## config.mk

```make
export PLATFORM = sky130hd
export DESIGN_NAME = sampled_pfd
export DESIGN_NICKNAME = d
export VERILOG_FILES = /design/src/rtl/pfd_pkg.sv /design/src/rtl/sampled_pfd_edge_sync.sv /design/src/rtl/sampled_pfd.sv
export SDC_FILE = /design/constraint.sdc
export NUM_CORES = 1
export LEC_CHECK = 0
export CAP_MARGIN = 20
export CORE_MARGIN = 10
export CORE_UTILIZATION = 40
export CTS_CLUSTER_SIZE = 25
export DETAILED_ROUTE_END_ITERATION = 8
export REMOVE_ABC_BUFFERS = 1
export SYNTH_ARGS = -nofsm -noshare
export SYNTH_HDL_FRONTEND = slang
export SYNTH_HIERARCHICAL = 1
export SYNTH_SLANG_ARGS = --single-unit
```

## constraint.sdc

```tcl
create_clock -name clk -period 4.8 [get_ports clk]
set_input_delay 0.48 -clock clk [delete_from_list [all_inputs] [get_ports clk]]
set_output_delay 0.48 -clock clk [all_outputs]
set_load 0.005 [all_outputs]
```

## src/rtl/pfd_pkg.sv

```systemverilog
// Shared types and constants for the clock-sampled phase-frequency detector.
package pfd_pkg;

    typedef enum logic [1:0] {
        ST_IDLE     = 2'd0,
        ST_REF_LEAD = 2'd1,
        ST_DIV_LEAD = 2'd2
    } pfd_state_e;

    // dir encoding: which way the loop should push the VCO
    localparam logic DIR_SPEED_UP  = 1'b1;
    localparam logic DIR_SLOW_DOWN = 1'b0;

    function automatic int err_max(input int w);
        return (1 << (w - 1)) - 1;
    endfunction

endpackage

```

## src/rtl/sampled_pfd_edge_sync.sv

```systemverilog
// Multi-flop synchroniser for an asynchronous clock input plus one-cycle rising-edge detect.
module edge_sync #(
    parameter int SYNC_STAGES = 2
) (
    input  logic clk,
    input  logic rst,
    input  logic din,
    output logic rise
);

    logic [SYNC_STAGES-1:0] sync_q, sync_d;
    logic                   hist_q, hist_d;

    always_comb begin
        sync_d = {sync_q[SYNC_STAGES-2:0], din};
        hist_d = sync_q[SYNC_STAGES-1];
    end

    always_ff @(posedge clk or posedge rst) begin
        if (rst) begin
            sync_q <= '0;
            hist_q <= 1'b0;
        end else begin
            sync_q <= sync_d;
            hist_q <= hist_d;
        end
    end

    assign rise = sync_q[SYNC_STAGES-1] & ~hist_q;

endmodule

```

## src/rtl/sampled_pfd.sv

```systemverilog
// Sampled PFD: measures signed ref/div edge offset in clk cycles, with slip detect and lock flag.
module sampled_pfd
    import pfd_pkg::*;
#(
    parameter int ERR_W       = 8,
    parameter int SYNC_STAGES = 2,
    parameter int LOCK_TOL    = 2,
    parameter int LOCK_CNT    = 16
) (
    input  logic             clk,
    input  logic             rst,
    input  logic             f_ref,
    input  logic             f_div,
    input  logic             enable,
    output logic [ERR_W-1:0] err,
    output logic             err_valid,
    output logic             up,
    output logic             dn,
    output logic             dir,
    output logic             slip,
    output logic             locked
);

    localparam int               ERR_MAX = err_max(ERR_W);
    localparam logic [ERR_W-2:0] CNT_MAX = ERR_MAX[ERR_W-2:0];
    localparam logic [ERR_W-2:0] CNT_ONE = {{(ERR_W-2){1'b0}}, 1'b1};
    localparam int               LK_W    = $clog2(LOCK_CNT + 1);
    localparam logic [LK_W-1:0]  LK_MAX  = LOCK_CNT[LK_W-1:0];

    logic ref_rise, div_rise;

    edge_sync #(.SYNC_STAGES(SYNC_STAGES)) u_sync_ref (
        .clk(clk), .rst(rst), .din(f_ref), .rise(ref_rise)
    );
    edge_sync #(.SYNC_STAGES(SYNC_STAGES)) u_sync_div (
        .clk(clk), .rst(rst), .din(f_div), .rise(div_rise)
    );

    pfd_state_e       state_q, state_d;
    logic [ERR_W-2:0] cnt_q, cnt_d, cnt_inc;
    logic [ERR_W-1:0] err_q, err_d, err_pos, err_mag;
    logic             err_valid_q, err_valid_d;
    logic             slip_q, slip_d;
    logic             up_q, up_d, dn_q, dn_d;
    logic             dir_q, dir_d;
    logic [LK_W-1:0]  lk_q, lk_d;
    logic             locked_q, locked_d;

    always_comb begin
        cnt_inc = (cnt_q == CNT_MAX) ? CNT_MAX : cnt_q + CNT_ONE;
        err_pos = {1'b0, cnt_q};
        err_mag = err_q[ERR_W-1] ? -err_q : err_q;

        state_d     = state_q;
        cnt_d       = cnt_q;
        err_d       = err_q;
        err_valid_d = 1'b0;
        slip_d      = 1'b0;
        dir_d       = dir_q;
        lk_d        = lk_q;
        locked_d    = locked_q;

        if (!enable) begin
            state_d = ST_IDLE;
            cnt_d   = '0;
        end else begin
            case (state_q)
                ST_IDLE: begin
                    if (ref_rise && div_rise) begin
                        err_d       = '0;
                        err_valid_d = 1'b1;
                    end else if (ref_rise) begin
                        state_d = ST_REF_LEAD;
                        cnt_d   = CNT_ONE;
                    end else if (div_rise) begin
                        state_d = ST_DIV_LEAD;
                        cnt_d   = CNT_ONE;
                    end
                end
                ST_REF_LEAD: begin
                    if (div_rise) begin
                        err_d       = err_pos;
                        err_valid_d = 1'b1;
                        // a coincident ref edge immediately opens the next measurement
                        if (ref_rise) cnt_d = CNT_ONE;
                        else begin
                            state_d = ST_IDLE;
                            cnt_d   = '0;
                        end
                    end else if (ref_rise) begin
                        slip_d = 1'b1;
                        cnt_d  = CNT_ONE;
                    end else begin
                        cnt_d = cnt_inc;
                    end
                end
                default: begin
                    if (ref_rise) begin
                        err_d       = -err_pos;
                        err_valid_d = 1'b1;
                        if (div_rise) cnt_d = CNT_ONE;
                        else begin
                            state_d = ST_IDLE;
                            cnt_d   = '0;
                        end
                    end else if (div_rise) begin
                        slip_d = 1'b1;
                        cnt_d  = CNT_ONE;
                    end else begin
                        cnt_d = cnt_inc;
                    end
                end
            endcase
        end

        if (err_valid_d && err_d != '0)
            dir_d = err_d[ERR_W-1] ? DIR_SLOW_DOWN : DIR_SPEED_UP;
        if (slip_d)
            dir_d = (state_q == ST_REF_LEAD) ? DIR_SPEED_UP : DIR_SLOW_DOWN;

        up_d = (state_d == ST_REF_LEAD);
        dn_d = (state_d == ST_DIV_LEAD);

        // lock tracks the registered measurement, so locked trails the qualifying pulse by one clk
        if (!enable || slip_q || (err_valid_q && err_mag > ERR_W'(LOCK_TOL))) begin
            lk_d     = '0;
            locked_d = 1'b0;
        end else if (err_valid_q) begin
            if (lk_q < LK_MAX) lk_d = lk_q + 1'b1;
            if (lk_d == LK_MAX) locked_d = 1'b1;
        end
    end

    always_ff @(posedge clk or posedge rst) begin
        if (rst) begin
            state_q     <= ST_IDLE;
            cnt_q       <= '0;
            err_q       <= '0;
            err_valid_q <= 1'b0;
            slip_q      <= 1'b0;
            up_q        <= 1'b0;
            dn_q        <= 1'b0;
            dir_q       <= 1'b0;
            lk_q        <= '0;
            locked_q    <= 1'b0;
        end else begin
            state_q     <= state_d;
            cnt_q       <= cnt_d;
            err_q       <= err_d;
            err_valid_q <= err_valid_d;
            slip_q      <= slip_d;
            up_q        <= up_d;
            dn_q        <= dn_d;
            dir_q       <= dir_d;
            lk_q        <= lk_d;
            locked_q    <= locked_d;
        end
    end

    assign err       = err_q;
    assign err_valid = err_valid_q;
    assign slip      = slip_q;
    assign up        = up_q;
    assign dn        = dn_q;
    assign dir       = dir_q;
    assign locked    = locked_q;

endmodule

```

==> impl_metrics.csv, run 1 <==
group,metric,value,unit
outcome,status,"complete, no violations",
global_routing,grt_pass1_wl,7258,um
die,fp.dieH,89.63,um
flow_run,timing.max_cap.violations,0,
global_routing,grtUsageTotal,11.61,%
layout,syn_to_final_growth,18.65,%
clock_tree,cts_tree,"yes",
placement,dp_hpwl,3086,um
timing,relSlewSlack,56.43,%
clock_tree,post_cts_resize_count,0,
clock_tree,htreeDepth,2,
yosys,postSynthAreaPerCell,9.105,um^2
timing,maxSlewViolCount,0,
timing,fin_crit,2.316,ns
yosys,async_flop_share,100.0,%
die,fp.dieW,89.63,um
setup_path,end_kind,"flip-flop",
global_routing,grt_overflow,0,
clock_tree,cts.clk_slew.worst_paths,0.07,ns
timing,period_share,48.24,%
placement,dp.cells,288,
global_routing,antenna_found_initial,0,
yosys,synth_edf_count,0,
routing,via_count,1605,
routing,wl,4255,um
layout,instances_no_fill,295,
setup_path,crit_fanout,19,
yosys,netlist_area,1939,um^2
timing,clock.fmax,431.8,MHz
layout,fin_util,48.72,%
placement,port_buffers,18,
power,p_total,769.3,uW
routing,drt_pass1_iterations,4,
setup_path,critPathRequiredTime,4.98,ns
clock_tree,cts_buffers,5,
layout,antennaDiodeCount,0,
die,start_util,41.06,%
timing,finalSetupViolations,0,
setup_path,cp.arrival,2.49,ns
global_routing,grt_pass1_vias,1508,
timing,hold_violations,0,
global_routing,grt_max_degree,20,
routing,post_drt_wl_per_cell,14.42,um
routing,post-route-drc-count,0,
power,ir_drop,167.2,uV
yosys,postSynthCellCount,213,
die,ios,19,
clock_tree,holdBufCountCts,0,
routing,first_iter_violations,109,
routing,drtAntennaViolNets,0,
clock_tree,cts-root-buf,"clkbuf_8",
power,leakage,1.008,nW
clock_tree,insertion_delay,0.29,ns
yosys,yosys.cell_types.count,52,
setup_path,reg2reg_setup_slack,2.71,ns
layout,drive_gt1_share,7.456,%
timing,rsz0062_at_grt,"false",
yosys,yosysWarnings,6,
clock_tree,numClockSinks,34,
die,core,4723,um^2
yosys,ys.flop_type,"dfrtp_1",
routing,viasPerCell,5.441,
clock_tree,clk_path_buf_depth,2,
timing,skew,0.006459,ns
timing,worst_pin_slew,0.6536,ns
die,die_area,8034,um^2
layout,layout.cells.most_common_list,"dfrtp_1 (34), nand2_1 (21), nor2_1 (19)",
yosys,ys_ff_latch,34,
worst_hold_path,hold_path.class,"flip-flop to flip-flop",
placement,place_congestion,0.8101,
clock_tree,postCtsSetupBuffers,0,
power,powerDensity,334.3,nW/um^2
timing,worst_hold_slack,0.3475,ns
layout,fin_nets,238,
die,rows,25,
setup_path,critPathLaunchType,"input pin",
setup_path,crit_type,"input pin to flip-flop",
yosys,ys_seq_area_share,43.87,%
layout,layout_commonest_cell,"dfrtp_1",
timing,fin_tns_setup,0,ns
[state kept, by name (all words and copies together), names as in the netlist]
| signal | count |
|---|---|
| u_sync_ref/hist_q | 1 |
| u_sync_div/hist_q | 1 |
| state_q | 2 |
| err_valid | 1 |
| dn | 1 |
| u_sync_ref/sync_q | 2 |
| u_sync_div/sync_q | 2 |
| dir | 1 |
| locked | 1 |
| lk_q | 5 |
| up | 1 |
| slip | 1 |
| cnt_q | 7 |
| err | 8 |
[routing by layer]
| metal | global-route usage [%] | vias up | wire length, um |
|---|---|---|---|
| met5 | 0 | - | 0 |
| met4 | 4.624 | 0 | 67 |
| met3 | 3.700 | 6 | 239 |
| met2 | 17.94 | 29 | 1960 |
| met1 | 14.66 | 770 | 1988 |
| li1 | - | 800 | - |
[final timing paths]
check	startpoint	endpoint	depth (start not counted)
worst max-delay path	enable	dir	5
worst min-delay path	u_sync_ref/sync_q[0]	u_sync_ref/sync_q[1]	0
worst max register to register	err[7]	lk_q[0]	5
worst min register to register	u_sync_ref/sync_q[0]	u_sync_ref/sync_q[1]	0
max in group asynchronous	rst	state_q[0]	3
min in group asynchronous	rst	u_sync_div/hist_q	2
[worst max-delay path, cell delays in order]
cell,delay (ns)
clkdlybuf4s50_1,0.82
o221ai_1,0.47
a22oi_1,0.35
nand4b_1,0.13
o31a_1,0.24
[synth_stat cells (4+ instances only)]
cell type   n  share of area [%]
nand3_1     8                2.1
clkbuf_1    9                1.7
nand2_1    21                4.1
ha_1        5                3.2
o21ai_0    15                3.9
inv_1      13                2.5
dfrtp_1    34                 44
a21oi_1    11                2.8
nor3_1      4                1.0
and3_1      4                1.3
nor2_1     19                3.7
[metrics by stage]
| step | cell area [um^2] | setup slack, ns |
|---|---|---|
| floorplan | 1897 | 2.906 |
| global placement | 2161 | 2.262 |
| detailed placement | 2188 | 2.165 |
| CTS | 2301 | 2.484 |
| global route | 2301 | 2.233 |
| finish | 2301 | 2.484 |
[logic make-up after synthesis]
logic type,Yosys count,share of synthesized area (%)
adders and majority gates,5,3.226
AOI/OAI and AO/OA,56,20.06
muxes,3,1.677
buffers and inverters,24,4.709
DFF,34,43.87
xor gates and xnor gates,5,2.258
and+or+nand+nor,86,24.19
[area by class of cell]
cell class | count | area (um^2)
timing repair buffer | 19 | 207.7
clock inverter | 1 | 30.03
sequential | 34 | 850.8
multi-input combinational | 155 | 997.2
inverter | 13 | 48.80
tap | 67 | 83.83
clock buffer | 6 | 82.58
fill | 457 | 2422
[where the power goes]
part / internal (mW) / total (mW) / switching (mW)
clock network: 0.166 / 0.270 / 0.104
registers: 0.306 / 0.332 / 0.0265
logic: 0.0876 / 0.167 / 0.0791
total: 0.559 / 0.769 / 0.210
(Power assumes the default switching activity.)
==> run 2, diff against run 1 <==
clock period = 1.95 ns   (was 4.8 ns; I/O delays follow)
==> impl_metrics.csv, run 2 (synthesis results as in run 1) <==
group,metric,value,unit
outcome,status,"complete, no violations",
power,clockPowerShare,29.3,%
die,die_area,8034,um^2
clock_tree,holdBufCountCts,0,
setup_path,end_kind,"flip-flop",
clock_tree,cts.clk_slew.worst_paths,0.07,ns
setup_path,cp.arrival,2.02,ns
routing,viasPerCell,5.185,
global_routing,grt_max_degree,20,
routing,via_count,1680,
clock_tree,cts_tree,"yes",
power,p_sw_share,28.99,%
clock_tree,htreeDepth,2,
power,pwr-share-comb,27.0,%
die,fp.dieW,89.63,um
timing,skew,0.004743,ns
flow_run,timing.max_cap.violations,0,
clock_tree,insertion_delay,0.28,ns
placement,dp_hpwl,3432,um
global_routing,grt_pass1_wl,7410,um
timing,hold_violations,0,
setup_path,cpPeakStageDelay,0.58,ns
setup_path,cpMaxStageDelayCell,"or4_1",
routing,first_iter_violations,78,
global_routing,grt_overflow,0,
layout,fin_nets,266,
global_routing,grtUsageTotal,11.89,%
clock_tree,numClockSinks,34,
placement,place_congestion,0.8493,
layout,fin_util,53.06,%
global_routing,antenna_found_initial,0,
die,start_util,41.06,%
timing,period_share,95.06,%
timing,clock.fmax,539.5,MHz
timing,maxSlewViolCount,0,
layout,multi_input_area,1020,um^2
layout,register_area,852.1,um^2
setup_path,r2r-start,"cnt_q[0]",
layout,drive_gt1_share,19.46,%
die,fp.dieH,89.63,um
routing,drtAntennaViolNets,0,
die,rows,25,
power,ir_drop,417.1,uV
power,p_seq_share,43.7,%
setup_path,r2r_end,"dir",
setup_path,critPathLaunchType,"flip-flop",
setup_path,endpoint,"dir",
clock_tree,cts_buffers,5,
timing,worst_pin_slew,0.5367,ns
setup_path,crit_fanout,7,
layout,syn_to_final_growth,29.23,%
timing,relSlewSlack,64.22,%
timing,finalSetupViolations,0,
die,core,4723,um^2
global_routing,grt_pass1_vias,1583,
setup_path,crit_type,"flip-flop to flip-flop",
layout,fillers,425,
power,switching_power,528.6,uW
layout,layout.cells.most_common_list,"dfrtp_1 (33), buf_4 (28), nand2_1 (21)",
timing,setup_slack,0.09631,ns
power,intPower,1.295,mW
setup_path,critPathRequiredTime,2.12,ns
setup_path,reg2reg_depth,4,
die,ios,19,
clock_tree,cts-root-buf,"clkbuf_8",
power,powerDensity,727.7,nW/um^2
power,leakage,1.143,nW
setup_path,reg2reg_setup_slack,0.1,ns
routing,post-route-drc-count,0,
placement,port_buffers,18,
routing,wl,4518,um
setup_path,path_cells,"or4_1 -> o21ai_0 -> nand4b_1 -> o31a_1",
layout,largest_reg_flops,8,
clock_tree,clk_path_buf_depth,2,
layout,antennaDiodeCount,0,
worst_hold_path,hold_path.class,"input pin to async pin",
timing,fin_crit,1.854,ns
routing,post_drt_wl_per_cell,13.94,um
routing,drt_pass1_iterations,4,
placement,place_ws,-0.02034,ns
setup_path,startpoint,"cnt_q[0]",
layout,layout_commonest_cell,"dfrtp_1",
## run 2: how the worst min path moves through the flow
stage	depth (start not counted)	end	slack, ns
floorplan	1	u_sync_div/hist_q	-0.05
CTS	2	u_sync_div/hist_q	0.13
finish	2	u_sync_div/hist_q	0.13
detailed placement	0	u_sync_ref/sync_q[1]	0.34
global route	2	u_sync_div/hist_q	0.13
global placement	0	u_sync_ref/sync_q[1]	0.33
## run 2: power groups by stage
stage                     registers [mW]  logic [mW]  clock network (mW)
final                              0.798       0.492               0.534
after detailed placement           0.810       0.487                   0
after global placement             0.810       0.478                   0
after CTS                          0.797       0.488               0.548
after global routing               0.804       0.548               0.588
after floorplan                    0.819       0.269                   0
## run 2: layout make-up
type	instances	share of cell area [%]
Clock buffer	7	3.445
Clock inverter	1	0.1997
Inverter	13	1.947
Multi-Input combinational cell	155	40.69
Sequential cell	34	34.00
Tap cell	67	3.345
Timing Repair Buffer	47	16.38
## run 2: repair_timing
| action | CTS | global route |
|---|---|---|
| setup buffers | 0 | 3 |
| gates resized for setup | 0 | 7 |
| endpoints found under the setup margin | 0 | 4 |
| hold endpoints to repair | 0 | 0 |
## run 2: metal layers
metal / share of wire, % / up-vias / routed length, um / track usage [%]
met2: 46 / 35 / 2089 / 18.47
met3: 5.3 / 7 / 239 / 3.339
met4: 1.2 / 0 / 55 / 4.769
met5: 0 / - / 0 / 0
met1: 47 / 789 / 2134 / 15.21
li1: - / 849 / - / -
## run 2: worst max-delay path: cells and delay by family (launching register included)
family           cells  cell delay, ns
AO/OA/AOI/OAI        2            0.57
AND/OR/NAND/NOR      2            0.71
flip-flops           1            0.45
## run 2: metrics by stage
step	area, um^2	setup TNS (ns)	total power [mW]	hold WS, ns	cells
2_1_floorplan	1897	0	1.088	-0.05136	202
3_3_place_gp	2369	0	1.288	0.3321	313
3_5_place_dp	2369	-0.02034	1.297	0.3379	313
4_1_cts	2460	0	1.833	0.1276	321
5_1_grt	2506	-0.008628	1.940	0.1341	324
6_report	2506	0	1.824	0.1290	324
==> run 3, diff against run 2 <==
REMOVE_ABC_BUFFERS = default   (was 1)
==> impl_metrics.csv, run 3 (synthesis results as in run 1) <==
group,metric,value,unit
clock_tree,cts_tree,"yes",
global_routing,antenna_found_initial,0,
setup_path,cpPeakStageDelay,0.61,ns
power,leakage,1.107,nW
layout,fin_util,52.45,%
die,die_area,8034,um^2
clock_tree,cts.clk_slew.worst_paths,0.07,ns
clock_tree,postCtsSetupBuffers,0,
die,rows,25,
timing,clock.fmax,540.5,MHz
timing,period_share,94.88,%
die,fp.dieH,89.63,um
placement,dp_hpwl,3287,um
setup_path,r2r-start,"cnt_q[0]",
clock_tree,numClockSinks,34,
clock_tree,insertion_delay,0.29,ns
timing,skew,0.002516,ns
placement,dp.cells,309,
timing,fin_crit,1.850,ns
timing,maxSlewViolCount,0,
setup_path,crit_type,"flip-flop to flip-flop",
routing,drt_pass1_iterations,4,
global_routing,grt_max_degree,29,
routing,drtAntennaViolNets,0,
layout,layout_commonest_cell,"dfrtp_1",
setup_path,critPathLaunchType,"flip-flop",
power,powerDensity,778.7,nW/um^2
layout,antennaDiodeCount,0,
setup_path,startpoint,"cnt_q[0]",
routing,wl,4473,um
setup_path,path_buf_inv,0,
layout,largest_reg_flops,8,
setup_path,critPathRequiredTime,2.12,ns
clock_tree,htreeDepth,2,
timing,setup_slack,0.09987,ns
placement,place_ws,-0.001269,ns
clock_tree,post_cts_resize_count,0,
layout,fin_nets,259,
global_routing,grt_pass1_vias,1589,
power,ir_drop,349.2,uV
timing,finalSetupViolations,0,
timing,worst_hold_slack,0.1357,ns
global_routing,grt_overflow,0,
routing,viasPerCell,5.312,
setup_path,reg2reg_setup_slack,0.1,ns
die,core,4723,um^2
routing,first_iter_violations,124,
outcome,status,"complete, no violations",
timing,fin_tns_setup,0,ns
setup_path,cpMaxStageDelayCell,"or4_1",
layout,instances_no_fill,317,
clock_tree,cts-root-buf,"clkbuf_8",
timing,hold_violations,0,
yosys,syn-num-nets,223,
setup_path,crit_fanout,7,
timing,worst_pin_slew,0.4415,ns
die,ios,19,
power,p_total,1.929,mW
setup_path,path_cells,"or4_1 -> a32oi_2 -> nand4b_1 -> o31a_1",
die,start_util,41.06,%
setup_path,cp.arrival,2.02,ns
placement,placed_area,2326,um^2
timing,relSlewSlack,70.57,%
routing,post_drt_wl_per_cell,14.11,um
clock_tree,cts_buffers,5,
layout,final_area,2477,um^2
placement,port_buffers,18,
placement,place_congestion,0.8447,
worst_hold_path,hold_path.class,"input pin to async pin",
setup_path,end_kind,"flip-flop",
routing,via_count,1684,
layout,syn_to_final_growth,27.74,%
routing,post-route-drc-count,0,
clock_tree,holdBufCountCts,0,
timing,rsz0062_at_grt,"true",
layout,layout.cells.most_common_list,"dfrtp_1 (32), buf_4 (22), nand2_1 (21)",
global_routing,grt_pass1_wl,7590,um
clock_tree,clk_path_buf_depth,2,
global_routing,grtUsageTotal,12.20,%
flow_run,timing.max_cap.violations,0,
layout,drive_gt1_share,18.00,%
die,fp.dieW,89.63,um
setup_path,cp_top_family,"simple AND/OR/NAND/NOR gates",
## run 3: worst paths after layout
kind / end / depth (start not counted)
hold reg to reg: u_sync_div/sync_q[1] / 0
min in group clk: u_sync_div/sync_q[0] / 1
setup / recovery: dir / 4
setup reg to reg: dir / 4
hold / removal: u_sync_ref/hist_q / 2
max in group asynchronous: cnt_q[1] / 3
## run 3: area by class of cell
type | count | area [um^2]
clock buffer | 7 | 76.32
clock inverter | 1 | 30.03
fill | 451 | 2246
inverter | 13 | 48.80
multi-input combinational | 155 | 1040
sequential | 34 | 853.3
tap | 67 | 83.83
timing repair buffer | 40 | 345.3
## run 3: worst register-to-register path: cells and delay by family, from the launching register on
kind / cells / cell delay [ns]
AND/OR/NAND/NOR: 2 / 0.74
AO/OA/AOI/OAI: 2 / 0.54
flip-flops: 1 / 0.45
## run 3: power by group
part           internal [mW]  total, mW  switching [mW]  leakage (nW)
Combinational          0.254      0.502           0.248         0.604
Clock                  0.382      0.629           0.247        0.0524
Sequential             0.754      0.798          0.0444         0.451
Total                   1.39       1.93           0.539          1.11
## run 3: routing by layer
metal,wire [um],up-vias,share of wire [%],track usage (%)
met2,2077,34,46,19.20
li1,-,830,-,-
met1,2120,814,47,15.16
met3,202,6,4.5,3.881
met5,0,-,0,0
met4,72,0,1.6,4.769
